<file path="config.mk">
export PLATFORM = sky130hd
export DESIGN_NAME = pipe_stage
export DESIGN_NICKNAME = d
export VERILOG_FILES = /design/src/rtl/pipe_stage.sv
export SDC_FILE = /design/constraint.sdc
export NUM_CORES = 1
export LEC_CHECK = 0
export CORE_UTILIZATION = 40
export CTS_CLUSTER_DIAMETER = 30
export DETAILED_ROUTE_END_ITERATION = 8
export GPL_ROUTABILITY_DRIVEN = 1
export PLACE_DENSITY = 0.76
export SKIP_LAST_GASP = 1
export SYNTH_ARGS = -nofsm -noshare
export SYNTH_HDL_FRONTEND = slang
export SYNTH_SLANG_ARGS = --single-unit
</file>
<file path="constraint.sdc">
create_clock -name clk -period 11.59 [get_ports clk]
set_input_delay 1.159 -clock clk [delete_from_list [all_inputs] [get_ports clk]]
set_output_delay 1.159 -clock clk [all_outputs]
set_load 0.005 [all_outputs]
</file>
<file path="src/rtl/pipe_stage.sv">
// Elastic valid/ready pipeline register with optional skid entry,
// synchronous squash and a saturating stall-cycle counter.
module pipe_stage #(
  parameter int                 WIDTH         = 64,
  parameter int                 SKID          = 1,
  parameter logic [WIDTH-1:0]   RESET_PAYLOAD = '0,
  parameter int                 CNT_W         = 16
) (
  input  logic             clk,
  input  logic             rst,
  input  logic             flush,
  input  logic             in_valid,
  output logic             in_ready,
  input  logic [WIDTH-1:0] in_data,
  output logic             out_valid,
  input  logic             out_ready,
  output logic [WIDTH-1:0] out_data,
  output logic [1:0]       occupancy,
  output logic [CNT_W-1:0] stall_cnt
);

  typedef enum logic [1:0] {
    EMPTY = 2'd0,
    ONE   = 2'd1,
    FULL  = 2'd2
  } state_t;

  state_t           state_q, state_d;
  logic [WIDTH-1:0] main_q, main_d;
  logic [WIDTH-1:0] skid_q, skid_d;
  logic             rdy_q, rdy_d;
  logic [CNT_W-1:0] cnt_q;
  logic             in_fire, out_fire, stall;

  assign out_valid = (state_q != EMPTY);
  assign out_data  = main_q;
  assign occupancy = state_q;
  assign stall_cnt = cnt_q;

  // Without the skid entry, ready must look through to downstream.
  assign in_ready = (SKID != 0) ? rdy_q
                  : (!out_valid || out_ready);

  assign in_fire  = in_valid && in_ready;
  assign out_fire = out_valid && out_ready;
  assign stall    = out_valid && !out_ready;

  always_comb begin
    state_d = state_q;
    main_d  = main_q;
    skid_d  = skid_q;
    unique case (state_q)
      EMPTY: begin
        if (in_fire) begin
          state_d = ONE;
          main_d  = in_data;
        end
      end
      ONE: begin
        if (in_fire && out_fire) begin
          main_d = in_data;
        end else if (in_fire && (SKID != 0)) begin
          state_d = FULL;
          skid_d  = in_data;
        end else if (out_fire) begin
          state_d = EMPTY;
        end
      end
      FULL: begin
        if (out_fire) begin
          state_d = ONE;
          main_d  = skid_q;
        end
      end
      default: state_d = EMPTY;
    endcase
    if (flush) state_d = EMPTY;
    rdy_d = (state_d != FULL);
  end

  always_ff @(posedge clk or posedge rst) begin
    if (rst) begin
      state_q <= EMPTY;
      main_q  <= RESET_PAYLOAD;
      skid_q  <= RESET_PAYLOAD;
      rdy_q   <= 1'b1;
    end else begin
      state_q <= state_d;
      main_q  <= main_d;
      skid_q  <= skid_d;
      rdy_q   <= rdy_d;
    end
  end

  always_ff @(posedge clk or posedge rst) begin
    if (rst) begin
      cnt_q <= '0;
    end else if (stall && (cnt_q != {CNT_W{1'b1}})) begin
      cnt_q <= cnt_q + 1'b1;
    end
  end

endmodule

</file>
==> results of run 1 <==
-- sequential cells by signal (all words and copies together) (netlist names) --
signal,count
out_data,64
in_ready,1
stall_cnt,16
occupancy,2
skid_q,64
-- logic make-up after synthesis --
logic type               count (synthesis)  share of synthesized area
buffers and inverters                   23                     0.0176
AND/OR/NAND/NOR                         41                     0.0368
AO/OA/AOI/OAI                           17                     0.0195
flip-flops                             147                      0.569
adder cells (fa/ha/maj)                  1                    0.00193
XOR/XNOR                                14                     0.0190
multiplexers                           193                      0.336
-- per-stage QoR --
| stage | cells | area, um^2 | setup slack (ns) | util | hold WS (ns) |
|---|---|---|---|---|---|
| after floorplan | 436 | 6470 | 6.48 | - | 0.477 |
| after global placement | 785 | 8190 | 8.23 | 0.517 | 0.475 |
| after detailed placement | 785 | 8190 | 8.15 | 0.517 | 0.484 |
| after CTS | 817 | 8790 | 8.59 | 0.555 | 0.499 |
| after global routing | 817 | 8790 | 8.49 | 0.555 | 0.512 |
| final | 817 | 8790 | 8.57 | 0.555 | 0.495 |
-- per-layer routing --
metal	part of all wire	wire, um	track usage
met2	0.50	6630	0.280
met5	0	0	0
met3	0.060	802	0.0545
met1	0.42	5650	0.205
met4	0.021	278	0.0747
-- final timing paths --
| path | from | endpoint | cells past startpoint |
|---|---|---|---|
| worst max-delay path | out_ready | out_data[16] | 6 |
| worst min-delay path | out_data[48] | out_data[48] | 1 |
| worst max register to register | occupancy[1] | out_data[16] | 5 |
| worst min register to register | out_data[48] | out_data[48] | 1 |
| max in group asynchronous | rst | skid_q[52] | 3 |
| min in group asynchronous | rst | out_data[32] | 2 |
-- placed cells by master (no fill, tap or decap), types with 2 or more instances in the layout --
cell type	n
clkbuf_8	2
clkdlybuf4s50_1	152
a21oi_1	7
clkinv_4	3
clkbuf_16	17
clkbuf_1	5
nand3_1	4
o21ba_2	2
nor2_1	5
and3_1	2
mux2_2	185
dfrtp_1	146
xor2_1	14
buf_4	3
mux2_1	8
nand3b_1	2
clkinv_2	2
nand4_1	6
nor3_1	2
nor4_1	3
nand2_1	10
bufinv_16	3
a211oi_1	2
-- cell usage after synthesis --
cell type | n | area share
nand3b_1 | 2 | 0.0023
buf_4 | 1 | 0.0012
a2111oi_0 | 1 | 0.0014
o21bai_1 | 1 | 0.0012
inv_1 | 1 | 0.00058
nor4_4 | 1 | 0.0033
a211oi_1 | 2 | 0.0023
nand3_1 | 4 | 0.0031
mux2_2 | 185 | 0.32
and4_1 | 1 | 0.0014
nand3_2 | 1 | 0.0015
mux2_1 | 8 | 0.014
dfstp_2 | 1 | 0.0041
ha_1 | 1 | 0.0019
nor2_1 | 5 | 0.0029
nand2_1 | 10 | 0.0058
nor3_1 | 2 | 0.0015
or2_2 | 1 | 0.00097
a21oi_4 | 1 | 0.0025
a21oi_1 | 7 | 0.0054
dfrtp_1 | 146 | 0.57
buf_2 | 19 | 0.015
o21ba_2 | 2 | 0.0031
a21oi_2 | 1 | 0.0014
nor3b_1 | 2 | 0.0023
xor2_1 | 14 | 0.019
nor4_1 | 3 | 0.0029
clkbuf_1 | 2 | 0.0012
a31oi_1 | 1 | 0.00097
nand2b_1 | 1 | 0.00097
nand4_1 | 6 | 0.0058
and3_1 | 2 | 0.0019
a211o_1 | 1 | 0.0014
-- cell type report --
class / count / area [um^2] / share of cell area
Sequential cell: 147 / 3680 / 0.419
Multi-Input combinational cell: 266 / 2690 / 0.306
Timing Repair Buffer: 155 / 1540 / 0.176
Clock buffer: 24 / 472 / 0.0537
Tap cell: 216 / 270 / 0.0308
Clock inverter: 8 / 126 / 0.0144
Inverter: 1 / 8.76 / 0.000997
-- critical path, cell delays in order --
cell and delay, ns:
clkdlybuf4s50_1 0.57, nand2_1 0.14, a21oi_1 0.12, a21oi_4 0.12, buf_4 0.69, mux2_2 0.42
-- power breakdown --
group          leakage [uW]  switching, uW  total [uW]  internal, uW
logic               0.00162            101         312           211
registers           0.00177           67.4         698           631
clock network      0.000292            201         551           350
==> results.toml, run 1 <==
[logic_synthesis]
synthCells = 436
synth.cell_area_mm2 = 0.00647
syn-num-nets = 506
synth_seq_area_share = 0.569
syn_area_per_cell_um2 = 14.8
yosysUniqueCellTypes = 33
ys_seq_elements = 147
ys_warn_count = 0

[timing]
worst_pin_slew_ns = 0.970
tns_ns = 0
hold_viol = 0
finalSetupViolations = 0
rsz0062_at_grt = "no"
clock_skew_ns = 0.00578
max_clock_freq_mhz = 331
fin_crit_sh = 0.261
drv_slew = 0
relSlewSlack = 0.354
fin_crit_ns = 3.02

[clock_tree]
cts_buffers = 17
cts_root_buf = "clkbuf_16"
tritoncts = "done"
cts_buffer_depth = 2
h-tree-depth = 4
numClockSinks = 147
post-cts-setup-buffers = 0
path_clk_slew_ns = 0.06
worstSkewPairLatency_ns = 0.41
hold_buffers = 0
cts_resized = 0

[placed_design]
place.port_buffers = 152
dp_hpwl_um = 8650
routabilityCongestion = 0.794

[global_route]
grt_usage = 0.170
overflow = 0
grt_max_degree = 78
grt_first_pass_wirelength_um = 21800
grt_pass1_vias = 4342
antenna_found_initial = 0

[floorplanning]
die-area_mm2 = 0.0167
start_util = 0.409
rows = 46
ios = 153
die_h_um = 129
coreArea_mm2 = 0.0158
die_w_um = 129

[detailed_routing]
ant_nets = 0
first_iter_violations = 190
drt_wl_total_um = 13400
drc = 0
routedWlPerCell_um = 16.4
vias = 4068
dr.pass1.iters = 4
routed_via_density = 4.98

[power_and_ir_drop]
power_density_mw_per_mm2 = 178
ir_drop_v = 0.0000887
power_uw = 1560
p_leak_uw = 0.00368

[finish]
drive_gt1_frac = 0.376
diodes = 0
finalNetCount = 658
syn2layout_area_growth_pct = 35.9
n_fill_cell = 1261

[flow_run]
cap_violations = 0

[outcome]
outcome = "finished, final reports clean"

[worst_setup_path]
start_kind = "input pin"
reg2reg_slack_ns = 9.31
crit_type = "input pin to register"
critPathCaptureType = "register"
critPathArrivalTime_ns = 3.31
critPathMaxFanout = 64
cp_data_required_time_ns = 11.88

[hold_path]
holdCritPathClass = "register to register"
Power figures use the tool's default switching activity.
==> run 2: changes to the inputs <==
Clock period 11.59 ns to 3 ns, I/O delays scaled along.
==> run 2 against run 1 <==
Effect of this change: clock skew up 0.0010 ns; sequential power rose to 3.9 times the previous value; total power increased to 3.8 times the previous value; core utilization up 0.17 points; sequential share of layout area down 0.12 points; worst hold slack worse by 0.062 ns; combinational power grew to 3.9 times the previous value; critical endpoint is now out_data[12]; die area unchanged; via count increased by 0.91%; global-route usage fell by 0.33 points.
==> results.toml, run 2 (same netlist as run 1, synthesis figures left out) <==
[detailed_routing]
first_iter_violations = 135
routed_via_density = 5.02
drt_wl_total_um = 13300
ant_nets = 0
vias = 4105
routedWlPerCell_um = 16.2
dr.pass1.iters = 4
drc = 0

[placed_design]
routabilityCongestion = 0.777
place.port_buffers = 152
dp_hpwl_um = 8460

[clock_tree]
cts_root_buf = "clkbuf_16"
hold_buffers = 0
worstSkewPairLatency_ns = 0.41
post-cts-setup-buffers = 0
numClockSinks = 147
path_clk_slew_ns = 0.06
tritoncts = "done"
h-tree-depth = 4
cts_buffer_depth = 2
cts_resized = 0
cts_buffers = 17

[worst_setup_path]
critPathCaptureType = "register"
cp_data_required_time_ns = 3.29
critPathMaxFanout = 66
cp_slowest_cell = "nand2b_4"
crit_type = "register to register"
path_cells = "nand2b_4 -> mux2_2 -> mux2_2"
start_kind = "register"
critPathMaxStageDelay_ns = 0.80
critPathArrivalTime_ns = 2.46
path_common_cell = "mux2_2"

[timing]
clock_skew_ns = 0.00682
finalSetupViolations = 0
rsz0062_at_grt = "no"
whs_ns = 0.433
relSlewSlack = 0.337
drv_slew = 0
fin_crit_ns = 2.16
max_clock_freq_mhz = 462
fin_crit_sh = 0.722
hold_viol = 0
tns_ns = 0
worst_pin_slew_ns = 0.994

[flow_run]
cap_violations = 0

[floorplanning]
ios = 153
die_w_um = 129
start_util = 0.409
die_h_um = 129
die-area_mm2 = 0.0167
rows = 46
coreArea_mm2 = 0.0158

[finish]
diodes = 0
final_cell_mix = "mux2_2, clkdlybuf4s50_1, dfrtp_1"
syn2layout_area_growth_pct = 36.3
mostFrequentLayoutCell = "mux2_2"
drive_gt1_frac = 0.383
finalNetCount = 658

[global_route]
busiest_layer = "met2"
met3_usage = 0.0553
antenna_found_initial = 0
overflow = 0
grt_usage = 0.167
grt_use_met1 = 0.201
grtUsageMet2 = 0.275
grt_first_pass_wirelength_um = 21400
grt_max_degree = 148
grt_pass1_vias = 4227

[hold_path]
holdCritPathClass = "input pin to asynchronous set/reset pin"

[outcome]
outcome = "finished, final reports clean"

[power_and_ir_drop]
power_density_mw_per_mm2 = 679
ir_drop_v = 0.000340
p_leak_uw = 0.00368
-- run 2: final timing paths --
kind	startpoint	end	slack, ns	depth (start not counted)
min in group clk	flush	occupancy[1]	0.49	2
worst max register to register	occupancy[0]	out_data[12]	0.84	3
worst min register to register	out_data[49]	out_data[49]	0.50	1
worst max-delay path	occupancy[0]	out_data[12]	0.84	3
worst min-delay path	rst	out_data[54]	0.43	3
max in group asynchronous	rst	stall_cnt[14]	1.89	3
-- run 2: cell type report --
cell class	count	area, um^2
clock buffer	20	457
clock inverter	12	131
fill	1283	7020
inverter	1	7.51
multi-input combinational	266	2690
sequential	147	3680
tap	216	270
timing repair buffer	155	1580
-- run 2: worst max-delay path: cells and delay by family (launching register included) --
kind          cells  cell delay (ns)
simple gates      1             0.80
mux               2             0.68
flops             1             0.48
-- run 2: layer usage --
| layer | vias to the layer above | routed length (um) |
|---|---|---|
| met5 | - | 0 |
| met4 | 0 | 246 |
| met3 | 19 | 805 |
| met2 | 103 | 6590 |
| met1 | 2097 | 5620 |
| li1 | 1886 | - |
-- run 2: per-stage QoR --
| stage | util | power, uW | instances | area (um^2) | worst slack, ns |
|---|---|---|---|---|---|
| 6_report | 0.557 | 5990 | 817 | 8810 | 0.835 |
| 4_1_cts | 0.557 | 6070 | 817 | 8810 | 0.820 |
| 3_3_place_gp | 0.520 | 3880 | 785 | 8220 | 0.861 |
| 2_1_floorplan | - | 3290 | 436 | 6470 | 0.854 |
| 5_1_grt | 0.557 | 6300 | 817 | 8810 | 0.674 |
| 3_5_place_dp | 0.520 | 3960 | 785 | 8220 | 0.762 |
-- run 2: power breakdown --
part	internal, uW	switching [uW]	total, uW
sequential	2440	260	2700
combinational	823	384	1210
clock	1270	815	2080
==> run 3: changes to the inputs <==
Clock period 3 ns to 2.09 ns, I/O delays scaled along.
==> run 3 against run 2 <==
Effect of this change: first-iteration DRC count up 33%; worst hold slack worse by 0.27 ns; sequential share of layout area down 0.89 points; routed wire length up 2.1%; total power up 47%; critical path type is now register to primary output; register-to-register slack worse by 0.56 ns; die area unchanged; sequential power up 44%; non-clock buffer count up 13; combinational power up 46%; largest power group unchanged; via count about the same; clock-buffer cell count up 1.
==> results.toml, run 3 (same netlist as run 1, synthesis figures left out) <==
[outcome]
outcome = "finished, final reports clean"

[hold_path]
holdCritPathClass = "input pin to asynchronous set/reset pin"

[floorplanning]
coreArea_mm2 = 0.0158
die_w_um = 129
ios = 153
die-area_mm2 = 0.0167
die_h_um = 129
start_util = 0.409
rows = 46

[global_route]
overflow = 0
grt_first_pass_wirelength_um = 22000
antenna_found_initial = 0
grt_pass1_vias = 4375
grt_usage = 0.172
grt_max_degree = 60

[timing]
relSlewSlack = 0.637
finalSetupViolations = 0
hold_viol = 0
tns_ns = 0
rsz0062_at_grt = "no"
drv_slew = 0
clock_skew_ns = 0.00613
max_clock_freq_mhz = 536
worst_pin_slew_ns = 0.541
fin_crit_ns = 1.87
fin_ws_ns = 0.223
fin_crit_sh = 0.893

[power_and_ir_drop]
clkPwrFrac = 0.357
power_switching_uw = 2070
ir_drop_v = 0.000589
switching_share = 0.235
p_leak_uw = 0.00378
p_seq_frac = 0.442
p_comb_frac = 0.201
p_int_uw = 6720
power_density_mw_per_mm2 = 976

[finish]
syn2layout_area_growth_pct = 39.2
n_fill_cell = 1269
drive_gt1_frac = 0.391
final_cell_mix = "mux2_2, clkdlybuf4s50_1, dfrtp_1"
multi_input_area_mm2 = 0.00269
diodes = 0
mostFrequentLayoutCell = "mux2_2"
final_util = 0.569
regArea_mm2 = 0.00368
finalNetCount = 671

[worst_setup_path]
start_kind = "register"
cp_data_required_time_ns = 1.88
regToRegStartpoint = "occupancy[1]"
crit_type = "register to primary output"
critPathCaptureType = "primary output"
reg2reg_slack_ns = 0.28
critPathArrivalTime_ns = 1.66
crit_path_start = "occupancy[1]"
critPathMaxFanout = 9
r2r_cells = 5

[clock_tree]
path_clk_slew_ns = 0.06
tritoncts = "done"
h-tree-depth = 4
hold_buffers = 0
worstSkewPairLatency_ns = 0.41
numClockSinks = 147
cts_buffers = 17
post-cts-setup-buffers = 0
cts_resized = 0
cts_buffer_depth = 2
cts_root_buf = "clkbuf_16"

[placed_design]
routabilityCongestion = 0.768
dp_hpwl_um = 9340
preCtsSetupSlack_ns = 0.145
place.port_buffers = 152

[detailed_routing]
dr.pass1.iters = 4
vias = 4102
first_iter_violations = 179
routed_via_density = 4.95
ant_nets = 0
routedWlPerCell_um = 16.4
drt_wl_total_um = 13500
drc = 0

[flow_run]
cap_violations = 0
run 3: cell types whose count changed in the layout (fill, tap and decap cells not counted), sizes merged:
cell	previous run	this run
clkinvlp	5	4
inv	1	0
clkbuf	20	21
clkinv	5	2
bufinv	2	4
buf	3	16
run 3: final cells by class:
| type | instances | area share |
|---|---|---|
| Sequential cell | 147 | 0.409 |
| Multi-Input combinational cell | 266 | 0.298 |
| Timing Repair Buffer | 168 | 0.195 |
| Clock buffer | 21 | 0.0500 |
| Tap cell | 216 | 0.0300 |
| Clock inverter | 9 | 0.0174 |
| Inverter | 1 | 0.000834 |
run 3: metrics by stage:
step | power (uW) | area [um^2] | hold slack [ns] | cells
2_1_floorplan | 4720 | 6470 | 0.281 | 436
3_3_place_gp | 5620 | 8400 | 0.475 | 798
3_5_place_dp | 5730 | 8400 | 0.483 | 798
4_1_cts | 8930 | 9000 | 0.149 | 828
5_1_grt | 9240 | 9000 | 0.151 | 828
6_report | 8790 | 9000 | 0.166 | 828
run 3: worst max-delay path: stages (launching register included):
cell and delay (ns):
dfrtp_1 0.49, or2_2 0.32, clkdlybuf4s50_1 0.45
run 3: power groups by stage:
| stage | clock network [uW] | registers (uW) | logic, uW |
|---|---|---|---|
| after floorplan | 0 | 3850 | 874 |
| after global placement | 0 | 3880 | 1730 |
| after detailed placement | 0 | 3930 | 1800 |
| after CTS | 3240 | 3880 | 1810 |
| after global routing | 3360 | 3960 | 1920 |
| final | 3140 | 3880 | 1770 |
run 3: path summary, 6_finish.rpt:
check,to
min reg2reg,out_data[63]
max,out_valid
max in group asynchronous,out_data[8]
min,out_data[31]
max reg2reg,out_data[34]
min in group clk,occupancy[1]
run 3: metal layers:
layer,share of wire,vias up,GRT usage
met4,0.0082,0,0.0478
met1,0.43,2079,0.202
li1,-,1903,-
met2,0.50,111,0.292
met3,0.067,9,0.0681
met5,0,-,0
